==> src/rtl/inst_store_pkg.sv <==
// inst_store_pkg: shared instruction-store sizing, NOP word and FSM encoding
package inst_store_pkg;
    localparam int IS_DEPTH = 4;
    localparam int IS_WIDTH = 8;
    localparam logic [IS_WIDTH-1:0] IS_NOP = 8'h00;
    typedef enum logic [1:0] {EMPTY, LOADING, READY} state_t;
endpackage

==> src/rtl/inst_mem.sv <==
// inst_mem: DEPTH x WIDTH storage, one sync write port, one sync read port, no reset
module inst_mem #(
    parameter int DEPTH = 4,
    parameter int WIDTH = 8,
    parameter int AW = $clog2(DEPTH)
) (
    input  logic             clk,
    input  logic             we,
    input  logic [AW-1:0]    wr_addr,
    input  logic [WIDTH-1:0] wr_data,
    input  logic [AW-1:0]    rd_addr,
    output logic [WIDTH-1:0] rd_data
);
    logic [WIDTH-1:0] mem [DEPTH];
    always_ff @(posedge clk) begin
        if (we) mem[wr_addr] <= wr_data;
        rd_data <= mem[rd_addr];
    end
endmodule

==> src/rtl/inst_store.sv <==
// inst_store: loadable program store feeding the processor's instruction input
module inst_store
    import inst_store_pkg::*;
#(
    parameter int DEPTH = IS_DEPTH,
    parameter int WIDTH = IS_WIDTH,
    parameter logic [WIDTH-1:0] NOP = IS_NOP,
    parameter int AW = $clog2(DEPTH),
    parameter int CW = AW + 1
) (
    input  logic             clk,
    input  logic             rst,
    input  logic             ld_start,
    input  logic             ld_valid,
    input  logic [WIDTH-1:0] ld_data,
    output logic             ld_ready,
    input  logic [AW-1:0]    rd_addr,
    output logic [WIDTH-1:0] instruction,
    output logic             loaded,
    output logic [CW-1:0]    ld_count
);
    state_t state, state_nx;
    logic we, rd_valid;
    logic [WIDTH-1:0] mem_q;
    always_comb begin
        state_nx = state;
        we = 1'b0;
        ld_ready = 1'b0;
        loaded = 1'b0;
        case (state)
            EMPTY: state_nx = ld_start ? LOADING : EMPTY;
            LOADING: begin
                ld_ready = 1'b1;
                we = ld_valid && !ld_start;
                state_nx = (we && ld_count == CW'(DEPTH - 1)) ? READY : LOADING;
            end
            READY: begin
                loaded = 1'b1;
                state_nx = ld_start ? LOADING : READY;
            end
            default: state_nx = EMPTY;
        endcase
    end
    // rd_valid masks the raw memory read so partial programs are never fetched
    always_ff @(posedge clk or negedge rst) begin
        if (!rst) begin
            state <= EMPTY;
            ld_count <= '0;
            rd_valid <= 1'b0;
        end else begin
            state <= state_nx;
            ld_count <= ld_start ? '0 : we ? ld_count + CW'(1) : ld_count;
            rd_valid <= state == READY;
        end
    end
    assign instruction = rd_valid ? mem_q : NOP;
    inst_mem #(.DEPTH(DEPTH), .WIDTH(WIDTH), .AW(AW)) u_mem (
        .clk(clk),
        .we(we),
        .wr_addr(ld_count[AW-1:0]),
        .wr_data(ld_data),
        .rd_addr(rd_addr),
        .rd_data(mem_q)
    );
endmodule

==> config.mk <==
export PLATFORM = sky130hd
export DESIGN_NAME = inst_store
export DESIGN_NICKNAME = d
export VERILOG_FILES = /design/src/rtl/inst_store_pkg.sv /design/src/rtl/inst_mem.sv /design/src/rtl/inst_store.sv
export SDC_FILE = /design/constraint.sdc
export NUM_CORES = 1
export LEC_CHECK = 0
export CAP_MARGIN = 20
export CORE_AREA = 4 4 82 84
export CTS_CLUSTER_SIZE = 28
export DETAILED_ROUTE_END_ITERATION = 12
export DIE_AREA = 0 0 86 88
export GPL_TIMING_DRIVEN = 0
export PLACE_DENSITY = 0.51
export SLEW_MARGIN = 0
export SYNTH_ARGS = -nofsm -noshare
export SYNTH_HDL_FRONTEND = slang
export SYNTH_SLANG_ARGS = --single-unit
==> constraint.sdc <==
create_clock -name clk -period 1.95 [get_ports clk]
set_input_delay 0.39 -clock clk [delete_from_list [all_inputs] [get_ports clk]]
set_output_delay 0.39 -clock clk [all_outputs]
set_load 0.1 [all_outputs]
Word-level counts from Yosys, hierarchy flattened
Memories as Yosys holds them, arrays and structs flattened. A register that Yosys moved wholly into a read port is not among the register bits.
Cells that the tools add are included.
{"block": "op_classes", "eq_ne": 3, "add_sub_neg": 1, "n_mux": 12, "reduce_logical": 5}
{"operator": "$mux 8", "n": 1}
{"operator": "$mux 1", "n": 6}
{"operator": "$mux 3", "n": 2}
{"operator": "$pmux 2 s3", "n": 1}
{"operator": "$mux 2", "n": 2}
{"operator": "$add 3x1->3 const B", "n": 1}
{"operator": "$eq 3x2->1 const B", "n": 1}
{"operator": "$eq 2x1->1 const B", "n": 1}
{"operator": "$eq 2x2->1 const B", "n": 1}
{"operator": "$logic_and 1x1->1", "n": 2}
{"operator": "$logic_not 2->1", "n": 1}
{"operator": "$reduce_bool 2->1", "n": 1}
{"operator": "$logic_not 1->1", "n": 1}
{"block": "totals", "mem_count": 1, "mem_bits_rw": 32, "reg_bits": 6}
{"name": "u_mem.mem", "words": 4, "word_bits": 8, "read_ports": 1, "rd_clocked_by_memory_dff": 1, "write_ports": 1, "line": "inst_mem.sv:14", "text": "logic [WIDTH-1:0] mem [DEPTH];"}

Logic depth before layout (Yosys ltp)
Gate-level depths: netlist of run 1.
{"block": "logic_depth", "word_depth": 5, "ltp_mapped": 4}

Cells and area by module
A second synthesis of run 1 with hierarchy kept.
{"block": "unflattened", "cells_unflattened": 89, "area_unflattened_um2": 1716.6}
{"mod": "inst_mem", "cells_each": 54, "n_inst": 1, "area_each_um2": 1348.8}
{"mod": "inst_store", "cells_each": 35, "n_inst": 1, "area_each_um2": 367.9}

Worst setup path after synthesis of run 1
No wires, ideal clock.
{"block": "synth_timing", "path_type": "register -> register", "from": "reg ld_count[0]", "to": "mem u_mem.mem[3][0], enable pin", "path_buffers": 0, "t_arrival_ns": 1.530, "setup_time_ns": 0.332, "path_slack_ns": 0.088, "stages_incl_launch_ff": 3, "cell_sequence": "dfrtp_1 > ha_1 > and2_1"}
{"element": "start, declared", "line": "inst_store.sv:20", "text": "output logic [CW-1:0] ld_count"}
{"element": "start signal, assigned", "line": "inst_store.sv:52", "text": "ld_count <= ld_start ? '0 : we ? ld_count + CW'(1) : ld_count;"}
{"element": "end, declared", "line": "inst_mem.sv:14"}
Straight into the memory's write port.

Worst setup path in the final report of run 1
{"block": "layout_timing", "from": "reg ld_count[2]", "to": "out ld_count[2]"}
No word-level cell between the ends.

==> results of run 1 <==
-- registers in the layout, summed over array words and instances (netlist names) --
name           cells
u_mem.mem         32
ld_count           3
u_mem.rd_data      8
state              2
rd_valid           1
-- final timing paths --
kind	to	slack (ns)
hold reg to reg	state[0]$_DFF_PN0_	0.53
hold / removal	ld_count[2]$_DFFE_PN0P_	0.33
setup / recovery	ld_count[2]	0.06
setup reg to reg	u_mem.mem[2][4]$_DFFE_PP_	0.40
max in group asynchronous	state[0]$_DFF_PN0_	1.39
min in group clk	u_mem.rd_data[1]$_DFF_P_	0.50
-- layer usage --
metal  wire length (um)  up-vias  global-route usage (%)
met5                  0        -                       0
met4                 23        0                    2.59
met3                186        4                    3.29
met2               1300       27                    13.5
met1               1340      425                    11.8
li1                   -      408                       -
-- placed cells by master, fill, tap and decap left out --
cell / count
edfxtp_1: 32
and2_1: 12
clkdlybuf4s50_1: 11
mux4_2: 8
buf_2: 8
dfxtp_1: 8
dfrtp_1: 6
ha_1: 5
clkbuf_8: 5
inv_1: 4
clkdlybuf4s15_2: 3
nand2b_1: 2
nor2b_1: 2
nor2_1: 2
mux2_2: 2
buf_6: 1
clkbuf_2: 1
or2b_1: 1
and2b_1: 1
nand4b_1: 1
a21oi_1: 1
a21boi_0: 1
a2bb2oi_1: 1
and4bb_2: 1
and3b_4: 1
mux2i_1: 1
bufinv_16: 1
clkinvlp_4: 1
clkbuf_1: 1
clkdlybuf4s15_1: 1
clkbuf_4: 1
-- report_power, final --
| group | switching [mW] | leakage (nW) | internal (mW) |
|---|---|---|---|
| clock network | 0.303 | 0.0514 | 0.382 |
| logic | 0.0938 | 0.307 | 0.0673 |
| registers | 0.0132 | 0.435 | 1.08 |
| total | 0.410 | 0.794 | 1.53 |
-- cell families after synthesis --
kind of cell,count (synthesis)
compound gates,3
flops,46
mux,11
buf+inv,6
simple gates,23
fa+ha+maj,5
-- final cells by class --
class	instances	area (sq um)	area share, %
Timing Repair Buffer	24	201	9.32
Buffer	2	16.3	0.753
Tap cell	75	93.8	4.34
Sequential cell	46	1270	58.8
Clock inverter	2	37.5	1.74
Clock buffer	6	72.6	3.36
Inverter	4	15.0	0.695
Multi-Input combinational cell	42	453	21.0
-- worst reg2reg max path, stage by stage (launching register included) --
cell and delay [ns]:
dfrtp_1 0.42, and4bb_2 0.34, and2_1 0.44
-- timing repair --
action / 4_1_cts / 5_1_grt
pin swaps: 0 / 0
setup endpoints to repair: 13 / 2
buffers inserted: 0 / 0
resized for setup: 55 / 2
hold endpoints to repair: 0 / 0
-- metrics by stage --
stage	util, %	power (mW)	setup TNS [ns]
CTS	36.4	1.96	0
global placement	35.3	1.28	-8.70
finish	36.5	1.94	0
floorplan	-	1.22	0
detailed placement	35.3	1.28	-8.96
global route	36.5	2.03	0
==> flow_summary.yaml, run 1 <==
power:
  power.leakage_nw: 0.794
  ir_drop_mv: 0.336
  power_density_mw_per_mm2: 898
hold_path:
  min_path_type: "primary input to async pin"
detailed_routing:
  antenna_left: 0
  wl_per_cell_um: 14.2
  via_per_inst: 4.30
  first_pass_iters: 4
  num_vias: 864
  drc_errors: 0
  wl_um: 2850
  drt_iter0_drc: 72
synthesis:
  netlist.top_cell.by_area: "edfxtp_1"
  async_reset_ff_share_pct: 13.0
  synthesis.nets: 113
  yosysUniqueCellTypes: 22
  synth_edf_count: 32
  synthXorXnorAreaFrac_pct: 0
  yosys-top-cells-area: "edfxtp_1, mux4_2, dfxtp_1"
  synth_top_area_share_pct: 54.7
  synth_top_cells_by_count: "edfxtp_1, and2_1, dfxtp_1, mux4_2, dfrtp_1"
  synth_area_per_cell_sq_um: 18.7
  synth_top_family_by_area: "multiplexers"
  yosys.area_share.adder_pct: 3.56
  syn_area_sq_mm: 0.00176
  synth_compound_area_share_pct: 1.21
  yosysMostFrequentCell: "edfxtp_1"
  synth_cells: 94
  synth.area.mux_share_pct: 12.1
  yosysSeqAreaShare_pct: 72.4
  synthFlopType: "edfxtp_1"
  ys_warn_count: 0
  synth-simple-area-share_pct: 8.91
  synth-seq-cells: 46
clocking:
  cts_tree: "done"
  ctsHoldBuffers: 0
  cts_buffers: 5
  ctsHtreeMaxLevel: 2
  clk_latency_ns: 0.29
  root_buffer: "clkbuf_8"
  clk_pin_slew_ns: 0.09
  cts_buffer_depth: 2
  cts.sinks: 46
worst_setup_path:
  cp_slowest_cell: "clkdlybuf4s15_1"
  crit_family: "buffers and inverters"
  rr_worst_depth: 2
  crit_required_ns: 1.56
  crit_type: "flip-flop to output pin"
  cp.arrival_ns: 1.50
  worstReg2RegStart: "state[1]$_DFF_PN0_"
  critical-path-max-stage-delay_ns: 0.83
  crit_buf_inv: 1
  startpoint: "ld_count[2]$_DFFE_PN0P_"
  end_kind: "output pin"
  critPathMaxFanout: 3
  cp_cell_sequence: "clkdlybuf4s15_1"
  path_depth: 1
  start_kind: "flip-flop"
placement:
  dp_cells: 193
  port_buffers: 24
  gp_congestion: 0.779
  dpl-instance-area_sq_mm: 0.00209
  hpwl_um: 1950
  pre_cts_slack_ns: -0.306
floorplan:
  dieArea_sq_mm: 0.00757
  io_pins: 27
  row_count: 28
  fp.coreArea_sq_mm: 0.00592
  start_util_pct: 29.6
  chipHeight_um: 88
  die_w_um: 86
global_routing:
  gr-usage-all-layers_pct: 8.84
  grt_overflow: 0
  antenna_found_initial: 0
  grt_start_max_net_pins: 15
  grt_pass1_vias: 976
  grt_pass1_wl_um: 4980
timing:
  rsz0062_at_grt: "no"
  worst_pin_slew_ns: 0.951
  holdWs_ns: 0.334
  worst_slack_ns: 0.0650
  min_period_over_period_pct: 96.7
  drv_slew: 0
  hold_viol: 0
  setup_viol: 0
  fmax_mhz: 530
  slew_headroom_pct: 36.9
  period_needed_ns: 1.89
  finClkSkew_ns: 0.00789
final_layout:
  fin_nets: 144
  drive_gt1_share_pct: 26.2
  fillCellCount: 561
  area_delta_synth_final_pct: 23.1
  design_area_sq_mm: 0.00216
  antenna_cells: 0
  final_cells: 201
flow_run:
  cap_violations: 0
outcome:
  status: "completed"
(Power assumes the default switching activity.)
==> run 2: changes to the inputs <==
--- a/config.mk
+++ b/config.mk
@@ -12,6 +12,7 @@
 export DIE_AREA = 0 0 86 88
 export GPL_TIMING_DRIVEN = 0
 export PLACE_DENSITY = 0.51
+export SKIP_CTS_REPAIR_TIMING = 1
 export SLEW_MARGIN = 0
 export SYNTH_ARGS = -nofsm -noshare
 export SYNTH_HDL_FRONTEND = slang
==> flow_summary.yaml, run 2 (same netlist as run 1, synthesis figures left out) <==
placement:
  hpwl_um: 1950
  dp_cells: 193
  gp_congestion: 0.779
  dpl-instance-area_sq_mm: 0.00209
  port_buffers: 24
worst_setup_path:
  cp_slowest_cell: "dlymetal6s2s_1"
  cp_cell_sequence: "dlymetal6s2s_1"
  critical-path-max-stage-delay_ns: 0.77
  crit_buf_inv: 1
  r2r_setup_slack_ns: 0.40
  end_kind: "output pin"
  crit_required_ns: 1.56
  crit_family: "buffers and inverters"
  start_kind: "flip-flop"
  cp.arrival_ns: 1.50
  startpoint: "ld_count[0]$_DFFE_PN0P_"
  crit_type: "flip-flop to output pin"
  worstReg2RegStart: "state[1]$_DFF_PN0_"
  critPathMaxFanout: 6
clocking:
  ctsHtreeMaxLevel: 2
  clk_pin_slew_ns: 0.09
  root_buffer: "clkbuf_8"
  cts.sinks: 46
  cts_buffers: 5
  cts_buffer_depth: 2
  cts_tree: "done"
  clk_latency_ns: 0.29
detailed_routing:
  first_pass_iters: 4
  antenna_left: 0
  wl_per_cell_um: 14.1
  drt_iter0_drc: 70
  drc_errors: 0
  via_per_inst: 4.28
  wl_um: 2840
  num_vias: 861
global_routing:
  antenna_found_initial: 0
  grt_overflow: 0
  grt_pass1_vias: 981
  gr-usage-all-layers_pct: 8.86
  grt_start_max_net_pins: 15
  grt_pass1_wl_um: 5000
power:
  power_mw: 1.94
  power.leakage_nw: 0.836
  power_density_mw_per_mm2: 899
  ir_drop_mv: 0.337
timing:
  finalSetupTns_ns: 0
  drv_slew: 0
  slew_headroom_pct: 35.8
  period_needed_ns: 1.89
  fmax_mhz: 529
  hold_viol: 0
  worst_pin_slew_ns: 0.962
  holdWs_ns: 0.336
  min_period_over_period_pct: 97.0
  finClkSkew_ns: 0.00781
  setup_viol: 0
final_layout:
  fin_nets: 144
  design_area_sq_mm: 0.00216
  final_common_cell: "edfxtp_1"
  register_area_sq_mm: 0.00127
  largestRegisters: "u_mem.mem x32, u_mem.rd_data x8, ld_count x3"
  largest_reg_flops: 32
  fillCellCount: 559
  antenna_cells: 0
  final_cells: 201
  top_register: "u_mem.mem"
  multi_input_area_sq_um: 453
  final_cell_mix: "edfxtp_1, and2_1, clkdlybuf4s50_1"
  drive_gt1_share_pct: 24.6
  area_delta_synth_final_pct: 23.0
hold_path:
  min_path_type: "primary input to async pin"
floorplan:
  chipHeight_um: 88
  dieArea_sq_mm: 0.00757
  fp.coreArea_sq_mm: 0.00592
  start_util_pct: 29.6
  row_count: 28
  die_w_um: 86
  io_pins: 27
flow_run:
  cap_violations: 0
outcome:
  status: "completed"
## run 2: cell types whose count changed in the layout (fill, tap and decap cells not counted)
cell             previous run  this run
clkbuf_2                    1         5
clkdlybuf4s15_2             3         0
buf_2                       8         5
dlymetal6s2s_1              0         3
clkdlybuf4s15_1             1         0
## run 2: path summary, 6_finish.rpt
check | to | depth (start not counted)
max in group asynchronous | state[0]$_DFF_PN0_ | 1
min in group clk | u_mem.rd_data[1]$_DFF_P_ | 2
hold reg to reg | state[0]$_DFF_PN0_ | 1
setup reg to reg | u_mem.mem[2][4]$_DFFE_PP_ | 2
hold / removal | ld_count[2]$_DFFE_PN0P_ | 1
setup / recovery | ld_count[0] | 1
## run 2: worst reg2reg max path: stages, from the launching register on
cell and delay [ns]:
dfrtp_1 0.42, and4bb_2 0.34, and2_1 0.44
## run 2: routing by layer
layer	part of all wire [%]	global-route usage [%]
met2	46	13.5
met3	7.6	3.29
met1	46	11.8
met5	0	0
met4	0.81	2.59
## run 2: cell type report
class                      instances  area share [%]
sequential                        46            58.9
tap                               75            4.35
timing repair buffer              24            9.27
multi-input combinational         42            21.0
inverter                           4           0.695
clock buffer                       6            3.36
buffer                             2           0.753
clock inverter                     2            1.74
## run 2: through the flow
stage	setup slack, ns	utilization (%)
finish	0.0594	36.5
global route	-0.0101	36.5
CTS	-0.638	37.2
detailed placement	-0.306	35.3
global placement	-0.313	35.3
floorplan	0.0884	-
## run 2: power by group
group | total [mW] | switching, mW | internal [mW]
clock | 0.685 | 0.303 | 0.382
sequential | 1.10 | 0.0130 | 1.08
combinational | 0.161 | 0.0936 | 0.0677
total | 1.94 | 0.409 | 1.53
